## config.mk

```make
export PLATFORM = sky130hd
export DESIGN_NAME = evt_gen_flat
export DESIGN_NICKNAME = d
export VERILOG_FILES = /design/src/rtl/evt_gen_pkg.sv /design/src/rtl/evt_gen_if.sv /design/src/rtl/evt_gen_timer.sv /design/src/rtl/evt_gen.sv /design/src/flat_wrapper.sv
export SDC_FILE = /design/constraint.sdc
export NUM_CORES = 1
export LEC_CHECK = 0
export CORE_ASPECT_RATIO = 1.75
export CORE_MARGIN = 2
export CORE_UTILIZATION = 30
export DETAILED_ROUTE_END_ITERATION = 6
export PLACE_DENSITY = 0.48
export SETUP_SLACK_MARGIN = 0.15
export SYNTH_ARGS = -nofsm -noshare
export SYNTH_HDL_FRONTEND = slang
export SYNTH_HIERARCHICAL = 1
export SYNTH_SLANG_ARGS = --single-unit
export TNS_END_PERCENT = 30
```

## constraint.sdc

```tcl
create_clock -name clk -period 9.2 [get_ports clk]
set_clock_uncertainty 0.1 [all_clocks]
set_input_delay 0.92 -clock clk [delete_from_list [all_inputs] [get_ports clk]]
set_output_delay 0.92 -clock clk [all_outputs]
set_load 0.01 [all_outputs]
```

## src/rtl/evt_gen_pkg.sv

```systemverilog
// evt_gen_pkg: shared types and defaults for the event-pulse generator
package evt_gen_pkg;
  typedef enum logic [1:0] {S_IDLE, S_HIGH, S_LOW, S_DONE} state_e;
  localparam int DEF_CNT_W = 16;
  localparam int DEF_TIM_W = 24;
  localparam int MIN_PERIOD = 2;
endpackage

```

## src/rtl/evt_gen_if.sv

```systemverilog
// evt_gen_if: control and status bundle between a loader and the generator
interface evt_gen_if import evt_gen_pkg::*; #(
  parameter int CNT_W = DEF_CNT_W,
  parameter int TIM_W = DEF_TIM_W
);
  logic start;
  logic abort;
  logic cont;
  logic [CNT_W-1:0] num_evt;
  logic [TIM_W-1:0] period;
  logic [TIM_W-1:0] width;
  logic evt_out;
  logic busy;
  logic done;
  logic [CNT_W-1:0] sent_count;
  modport master (output start, abort, cont, num_evt, period, width, input evt_out, busy, done, sent_count);
  modport slave (input start, abort, cont, num_evt, period, width, output evt_out, busy, done, sent_count);
endinterface

```

## src/rtl/evt_gen_timer.sv

```systemverilog
// evt_timer: reloadable down-counter flagging once when it reaches zero
module evt_timer #(
  parameter int W = 24
) (
  input  logic         clk,
  input  logic         rst,
  input  logic         load_i,
  input  logic [W-1:0] val_i,
  output logic         expire_o
);
  logic [W-1:0] cnt_q;
  logic armed_q;
  assign expire_o = armed_q && cnt_q == '0;
  // count down from the loaded value; the armed bit limits expiry to one cycle per load
  always_ff @(posedge clk) begin
    if (rst) begin
      cnt_q <= '0;
      armed_q <= 1'b0;
    end else begin
      cnt_q <= load_i ? val_i : (cnt_q != '0 ? cnt_q - W'(1) : cnt_q);
      armed_q <= load_i || (armed_q && !expire_o);
    end
  end
endmodule

```

## src/rtl/evt_gen.sv

```systemverilog
// evt_gen: programmable event-pulse train generator
module evt_gen import evt_gen_pkg::*; #(
  parameter int CNT_W = DEF_CNT_W,
  parameter int TIM_W = DEF_TIM_W
) (
  input logic clk,
  input logic rst,
  evt_gen_if.slave bus
);
  state_e state_q, state_d;
  logic [TIM_W-1:0] p_c, w_c, p_q, w_q, ld_val;
  logic [CNT_W-1:0] n_q, sent_q, sent_d;
  logic cont_q, accept, last, expire, ld;
  // clamp so every event has at least one high and one low cycle
  always_comb begin
    p_c = bus.period < TIM_W'(MIN_PERIOD) ? TIM_W'(MIN_PERIOD) : bus.period;
    w_c = bus.width == '0 ? TIM_W'(1) : (bus.width >= p_c ? p_c - TIM_W'(1) : bus.width);
  end
  // next state, timer reload and event count; the first reload uses the unlatched clamped width
  always_comb begin
    accept = state_q == S_IDLE && bus.start && !bus.abort;
    last = !cont_q && sent_q == n_q;
    state_d = state_q == S_IDLE ? (accept ? (!bus.cont && bus.num_evt == '0 ? S_DONE : S_HIGH) : S_IDLE) :
              (state_q == S_DONE || bus.abort) ? S_IDLE :
              !expire ? state_q :
              state_q == S_HIGH ? (last ? S_DONE : S_LOW) : S_HIGH;
    ld = state_d != state_q;
    ld_val = state_q == S_IDLE ? w_c - TIM_W'(1) :
             state_d == S_HIGH ? w_q - TIM_W'(1) : p_q - w_q - TIM_W'(1);
    sent_d = accept ? (state_d == S_HIGH ? CNT_W'(1) : '0) :
             (state_q == S_LOW && state_d == S_HIGH) ? sent_q + CNT_W'(1) : sent_q;
  end
  // state, count and the train parameters captured at an accepted start
  always_ff @(posedge clk) begin
    if (rst) begin
      state_q <= S_IDLE;
      sent_q <= '0;
      p_q <= '0;
      w_q <= '0;
      n_q <= '0;
      cont_q <= 1'b0;
    end else begin
      state_q <= state_d;
      sent_q <= sent_d;
      if (accept) begin
        p_q <= p_c;
        w_q <= w_c;
        n_q <= bus.num_evt;
        cont_q <= bus.cont;
      end
    end
  end
  evt_timer #(.W(TIM_W)) u_timer (
    .clk(clk),
    .rst(rst),
    .load_i(ld),
    .val_i(ld_val),
    .expire_o(expire)
  );
  assign bus.evt_out = state_q == S_HIGH;
  assign bus.busy = state_q == S_HIGH || state_q == S_LOW;
  assign bus.done = state_q == S_DONE;
  assign bus.sent_count = sent_q;
endmodule

```

## src/flat_wrapper.sv

```systemverilog
// flat-port wrapper written by rule: the top's interface ports become plain ports
module evt_gen_flat import evt_gen_pkg::*;
#(
  parameter int CNT_W = DEF_CNT_W,
  parameter int TIM_W = DEF_TIM_W
)
  (clk, rst, bus_start, bus_abort, bus_cont, bus_num_evt, bus_period, bus_width, bus_evt_out, bus_busy, bus_done, bus_sent_count);
  evt_gen_if #(.CNT_W(CNT_W), .TIM_W(TIM_W)) bus_i ();
  input logic clk;
  input logic rst;
  input wire logic [$bits(bus_i.start)-1:0] bus_start;
  input wire logic [$bits(bus_i.abort)-1:0] bus_abort;
  input wire logic [$bits(bus_i.cont)-1:0] bus_cont;
  input wire logic [$bits(bus_i.num_evt)-1:0] bus_num_evt;
  input wire logic [$bits(bus_i.period)-1:0] bus_period;
  input wire logic [$bits(bus_i.width)-1:0] bus_width;
  output wire logic [$bits(bus_i.evt_out)-1:0] bus_evt_out;
  output wire logic [$bits(bus_i.busy)-1:0] bus_busy;
  output wire logic [$bits(bus_i.done)-1:0] bus_done;
  output wire logic [$bits(bus_i.sent_count)-1:0] bus_sent_count;
  assign bus_i.start = bus_start;
  assign bus_i.abort = bus_abort;
  assign bus_i.cont = bus_cont;
  assign bus_i.num_evt = bus_num_evt;
  assign bus_i.period = bus_period;
  assign bus_i.width = bus_width;
  assign bus_evt_out = bus_i.evt_out;
  assign bus_busy = bus_i.busy;
  assign bus_done = bus_i.done;
  assign bus_sent_count = bus_i.sent_count;
  evt_gen #(.CNT_W(CNT_W), .TIM_W(TIM_W)) u_core (.clk(clk), .rst(rst), .bus(bus_i));
endmodule
```

## Word-level counts from Yosys, hierarchy flattened

Index checks and enable logic that the tools add are counted.
Widths: inputs -> output; s select.

| storage, ports and cells | value |
|---|---|
| bits in registers | 108 |
| input bits | 69 |
| logic and storage cells | 61 |

| operators by class | value |
|---|---|
| add/sub/neg operators | 7 |
| magnitude comparators | 2 |
| equal/unequal tests | 6 |
| muxes and demuxes | 17 |
| reduce and logical (&&, ||, !) cells | 21 |

Operators by type and width:

| operator | number |
|---|---|
| $mux 24 | 7 |
| $sub 24x1->24 const B | 5 |
| $logic_not 24->1 | 2 |
| $mux 16 | 2 |
| $ge 24x24->1 | 1 |
| $lt 24x2->1 const B | 1 |
| $reduce_bool 24->1 | 1 |
| $sub 24x24->24 | 1 |
| $add 16x1->16 const B | 1 |
| $eq 16x16->1 | 1 |
| $logic_not 16->1 | 1 |
| $mux 2 | 6 |
| $logic_and 1x1->1 | 7 |
| $eq 2x1->1 const B | 2 |
| $eq 2x2->1 const B | 2 |
| $logic_not 1->1 | 4 |
| $reduce_bool 2->1 | 2 |
| $logic_or 1x1->1 | 3 |
| $logic_not 2->1 | 1 |
| $mux 1 | 2 |
| $ne 2x2->1 | 1 |

## Logic depth before layout (Yosys ltp)

| logic depth | value |
|---|---|
| depth in word-level cells | 11 |
| depth in mapped cells | 26 |

## Cells and area by module

Netlist, hierarchy kept.

Modules (own cells, without submodules):

| module | instances | cells each | area each (um^2) | seq. area each (um^2) |
|---|---|---|---|---|
| evt_gen | 1 | 1052 | 7423.4 | 1661.6 |
| evt_timer | 1 | 163 | 1333.8 | 500.5 |

## Worst setup path before layout

Ideal clock, no wire load.

| timing path | value |
|---|---|
| path kind | input to register |
| from | input bus_period[14] |
| to | register u_core.u_timer.cnt_q[18] |
| library setup time | 0.121 ns |
| arrival | 5.079 ns |
| required time | 8.979 ns |
| path slack | 3.899 ns |
| stages on the path | 23 |
| path buffers | 2 |
| path through | nor4_1 nand2_2 o21ai_1 inv_1 ha_1 nor2_1 a21oi_1 o21ai_1 a31oi_1 buf_2 nor2_1 clkbuf_1 nand2_1 a21oi_1 ha_1 o2111ai_2 or3_4 nor3_2 xor2_1 mux2i_1 nand2_1 o211ai_1 a21boi_1 |

| on the way | value |
|---|---|
| word-level cells in the longest chain between the ends | 8 |

Ends and longest elaborated chain:

| item | line | source |
|---|---|---|
| from (decl) | flat_wrapper.sv:15 | `input wire logic [$bits(bus_i.period)-1:0] bus_period;` |
| $lt 24x2->1 * | evt_gen.sv:16 | `p_c = bus.period < TIM_W'(MIN_PERIOD) ? TIM_W'(MIN_PERIOD) : bus.period;` |
| $mux 24 * | evt_gen.sv:16 |  |
| net u_core.p_c[0] | evt_gen.sv:11 | `logic [TIM_W-1:0] p_c, w_c, p_q, w_q, ld_val;` |
| $sub 24x1->24 / $ge 24x24->1 (equally long branches) | evt_gen.sv:17 | `w_c = bus.width == '0 ? TIM_W'(1) : (bus.width >= p_c ? p_c - TIM_W'(1) : bus.width);` |
| $mux 24 * (2 in a row) | evt_gen.sv:17 |  |
| $sub 24x1->24 * | evt_gen.sv:28 | `ld_val = state_q == S_IDLE ? w_c - TIM_W'(1) :` |
| $mux 24 * | evt_gen.sv:28 |  |
| net u_core.ld_val[18] | evt_gen.sv:11 |  |
| $mux 24 * | evt_gen_timer.sv:20 | `cnt_q <= load_i ? val_i : (cnt_q != '0 ? cnt_q - W'(1) : cnt_q);` |
| to (signal assigned) | evt_gen_timer.sv:20 |  |
| to (decl) | evt_gen_timer.sv:11 | `logic [W-1:0] cnt_q;` |

Mark *: on every way through the listed nets, which the timed path passes. The rest lies on a longest branch.
A chain may end at the register's enable or synchronous reset.

## Final worst setup path

| timing path | value |
|---|---|
| from | input bus_period[18] |
| to | register u_core.u_timer.cnt_q[18] |

The elaborated chain is that of the path after synthesis.

==> flow_summary.yaml <==
route:
  dr.pass1.iters: 5
  route.detailed.drc: 0
  highest_layer: "met4"
  dr_wl_met3_um: 639
  via_count: 8785
  via_per_inst: 5.31
  antenna_left: 0
  wl_met2_um: 16500
  drtIter0Drc: 444
  drt-met1-wl_um: 11500
  wire_per_inst_um: 18.2
  drt-total-wl_um: 30100
status:
  status: "finished clean"
layout:
  areaGrowthSynthToFinish_pct: 17.5
  n_antenna_cell: 0
  drive_gt1_frac: 0.0463
  nNetsFinal: 1397
floorplan:
  die_h_um: 230
  initial_core_util: 0.305
  die-area_um2: 30600
  die_x_um: 133
  rows: 82
  io_pins: 88
  core_area_um2: 28700
setup_path:
  crit_top_cell: "nand2_1"
  critPathMaxFanout: 13
  endpoint_kind: "register"
  path_class: "in2reg"
  slowest_delay_ns: 0.79
  arrival_ns: 6.61
  worstSetupStartpointType: "primary input"
  critical_path_required_ns: 9.35
  worst_path_max_delay_cell: "nor4_1"
  cp_cell_sequence: "clkdlybuf4s50_1, nor4_1, nand4_1, buf_4, o21ai_1, inv_1, ha_1, nor2_1, a21oi_1, o21ai_1, a31o_2, nand2_1, nand2_1, a21oi_1, ha_1, o2111ai_2, or3_4, nor3_2, xor2_1, mux2i_1, nand2_1, o211ai_1, a21boi_1"
global_route:
  antenna_found_initial: 0
  grt_pass1_vias: 8669
  grt_max_degree: 85
  grt_use_total: 0.198
  grt_overflow_total: 0
  grt_pass1_wl_um: 47100
clock_tree:
  clock_path_buffers: 2
  post_cts_buffers: 0
  cts.sinks: 108
  worstSkewPairLatency_ns: 0.39
  cts_resized: 0
  cts_buffers: 9
  root_buffer: "clkbuf_16"
  cts_max_level: 3
  cts_hold_buf: 0
  path_clk_slew_ns: 0.08
  cts_tree: "done"
yosys:
  ys.flop_type: "dfxtp_1"
  synthCells: 1215
  synth_edf_count: 0
  synth_area_um2: 8760
  synth_common_cells: "nand2_1, a21oi_1, nor2_1"
  ys_types: 74
  synth_area_per_cell_um2: 7.21
  yosys-top-cells-area: "dfxtp_1, ha_1, nand2_1"
  async_reset_ff_frac: 0
  yosys.area.top_type_share: 0.247
  ys_ff_latch: 108
  ys_warn_count: 6
  syn-num-nets: 1342
  yosys.cell_count.top_type: "nand2_1"
  synth_top_area_cell: "dfxtp_1"
  ys_seq_area_frac: 0.247
sta:
  fin_tns_setup_ns: 0
  slew_viol_final: 0
  relSlewSlack: 0.272
  max_freq_mhz: 155
  setup_viol_count_final: 0
  post-route-period-util: 0.703
  hold_violations: 0
  grt_setup_unrepaired: "no"
  tightest_slew_ns: 1.08
  period_needed_ns: 6.47
min_path:
  hp-class: "reg2reg"
run:
  maxCapViolations: 0
pwr:
  p_leak_uw: 0.00387
  totalPowerFinal_uw: 1590
  p_per_area_nw_per_um2: 155
  ir_worst_vdd_mv: 0.143
placed_design:
  io_buffers: 87
  dp_hpwl_um: 23700
  place.gp.congestion: 0.920
cells by family (layout without fill, tap and decap cells):
family          Yosys count  count (layout)  synth area share
fa+ha+maj                58              58            0.0837
flops                   108             108             0.247
compound gates          300             300             0.211
simple gates            492             492             0.268
xor+xnor                120             120             0.120
mux                      14              14            0.0163
buf+inv                 123             183            0.0534
placed cells by master, fill, tap and decap left out, drive strengths merged, types with 3 or more instances in the layout:
cell type,instances
a31oi,7
nand2,186
clkbuf,10
and2,6
o22ai,4
o31ai,7
mux2i,12
or3,11
o41ai,4
o32ai,4
o311ai,3
clkdlybuf4s50,86
a21oi,128
or4,9
a221oi,4
o21bai,3
or2,8
nor3,46
xor2,49
a211oi,30
inv,71
and3,13
buf,13
nand4,16
dfxtp,108
o21a,4
o21ai,59
nand2b,7
nor2b,4
ha,57
xnor2,71
nor4,30
nand3,36
o211ai,13
a21o,5
a211o,4
nor2,110
sequential cells by signal, indices dropped and copies added, names as in the netlist:
| name | cells |
|---|---|
| u_core/u_timer/cnt_q | 24 |
| u_core/n_q | 16 |
| u_core/state_q | 2 |
| u_core/u_timer/armed_q | 1 |
| u_core/cont_q | 1 |
| u_core/p_q | 24 |
| u_core/w_q | 24 |
| u_core/bus.sent_count | 16 |
final cells by class:
cell class / instances / area [µm²]
clock buffers: 10 / 229
clock inverters: 6 / 78.8
repair buffers: 99 / 956
fillers: 3131 / 18400
well taps: 378 / 473
multi-input cells: 984 / 6130
inverters: 68 / 255
flip-flops and latches: 108 / 2160
final timing paths:
path | cells past startpoint | from | end | slack [ns]
worst min register to register | 2 | u_core/w_q[8] | u_core/w_q[8] | 0.36
worst max register to register | 12 | u_core/u_timer/cnt_q[12] | u_core/bus.sent_count[15] | 4.16
worst max-delay path | 23 | bus_period[18] | u_core/u_timer/cnt_q[18] | 2.73
worst min-delay path | 2 | u_core/w_q[8] | u_core/w_q[8] | 0.36
power breakdown:
| part | internal, µW | switching, µW | total, µW |
|---|---|---|---|
| Sequential | 511 | 46.2 | 558 |
| Clock | 218 | 205 | 423 |
| Combinational | 253 | 358 | 611 |
| Total | 982 | 609 | 1590 |
metrics by stage:
stage,cells,hold WS [ns],util,instance area [µm²],worst slack (ns)
2_1_floorplan,1215,0.336,-,8760,3.90
3_3_place_gp,1637,0.346,0.347,9980,2.58
3_5_place_dp,1637,0.347,0.347,9980,2.51
4_1_cts,1653,0.358,0.358,10300,2.88
5_1_grt,1653,0.376,0.358,10300,2.46
6_report,1653,0.355,0.358,10300,2.73
per-layer routing:
| metal | global-route usage | up-vias |
|---|---|---|
| met5 | 0 | - |
| met4 | 0.103 | 0 |
| met3 | 0.0251 | 70 |
| met2 | 0.385 | 184 |
| met1 | 0.202 | 4121 |
| li1 | - | 4410 |
critical path, delay by kind of cell:
| kind | cells | cell delay, ns |
|---|---|---|
| mux | 1 | 0.10 |
| compound gates | 8 | 1.69 |
| xor+xnor | 1 | 0.19 |
| simple gates | 8 | 2.20 |
| fa+ha+maj | 2 | 0.57 |
| buf+inv | 3 | 0.92 |
No activity file was read; power rests on OpenSTA's default activity.
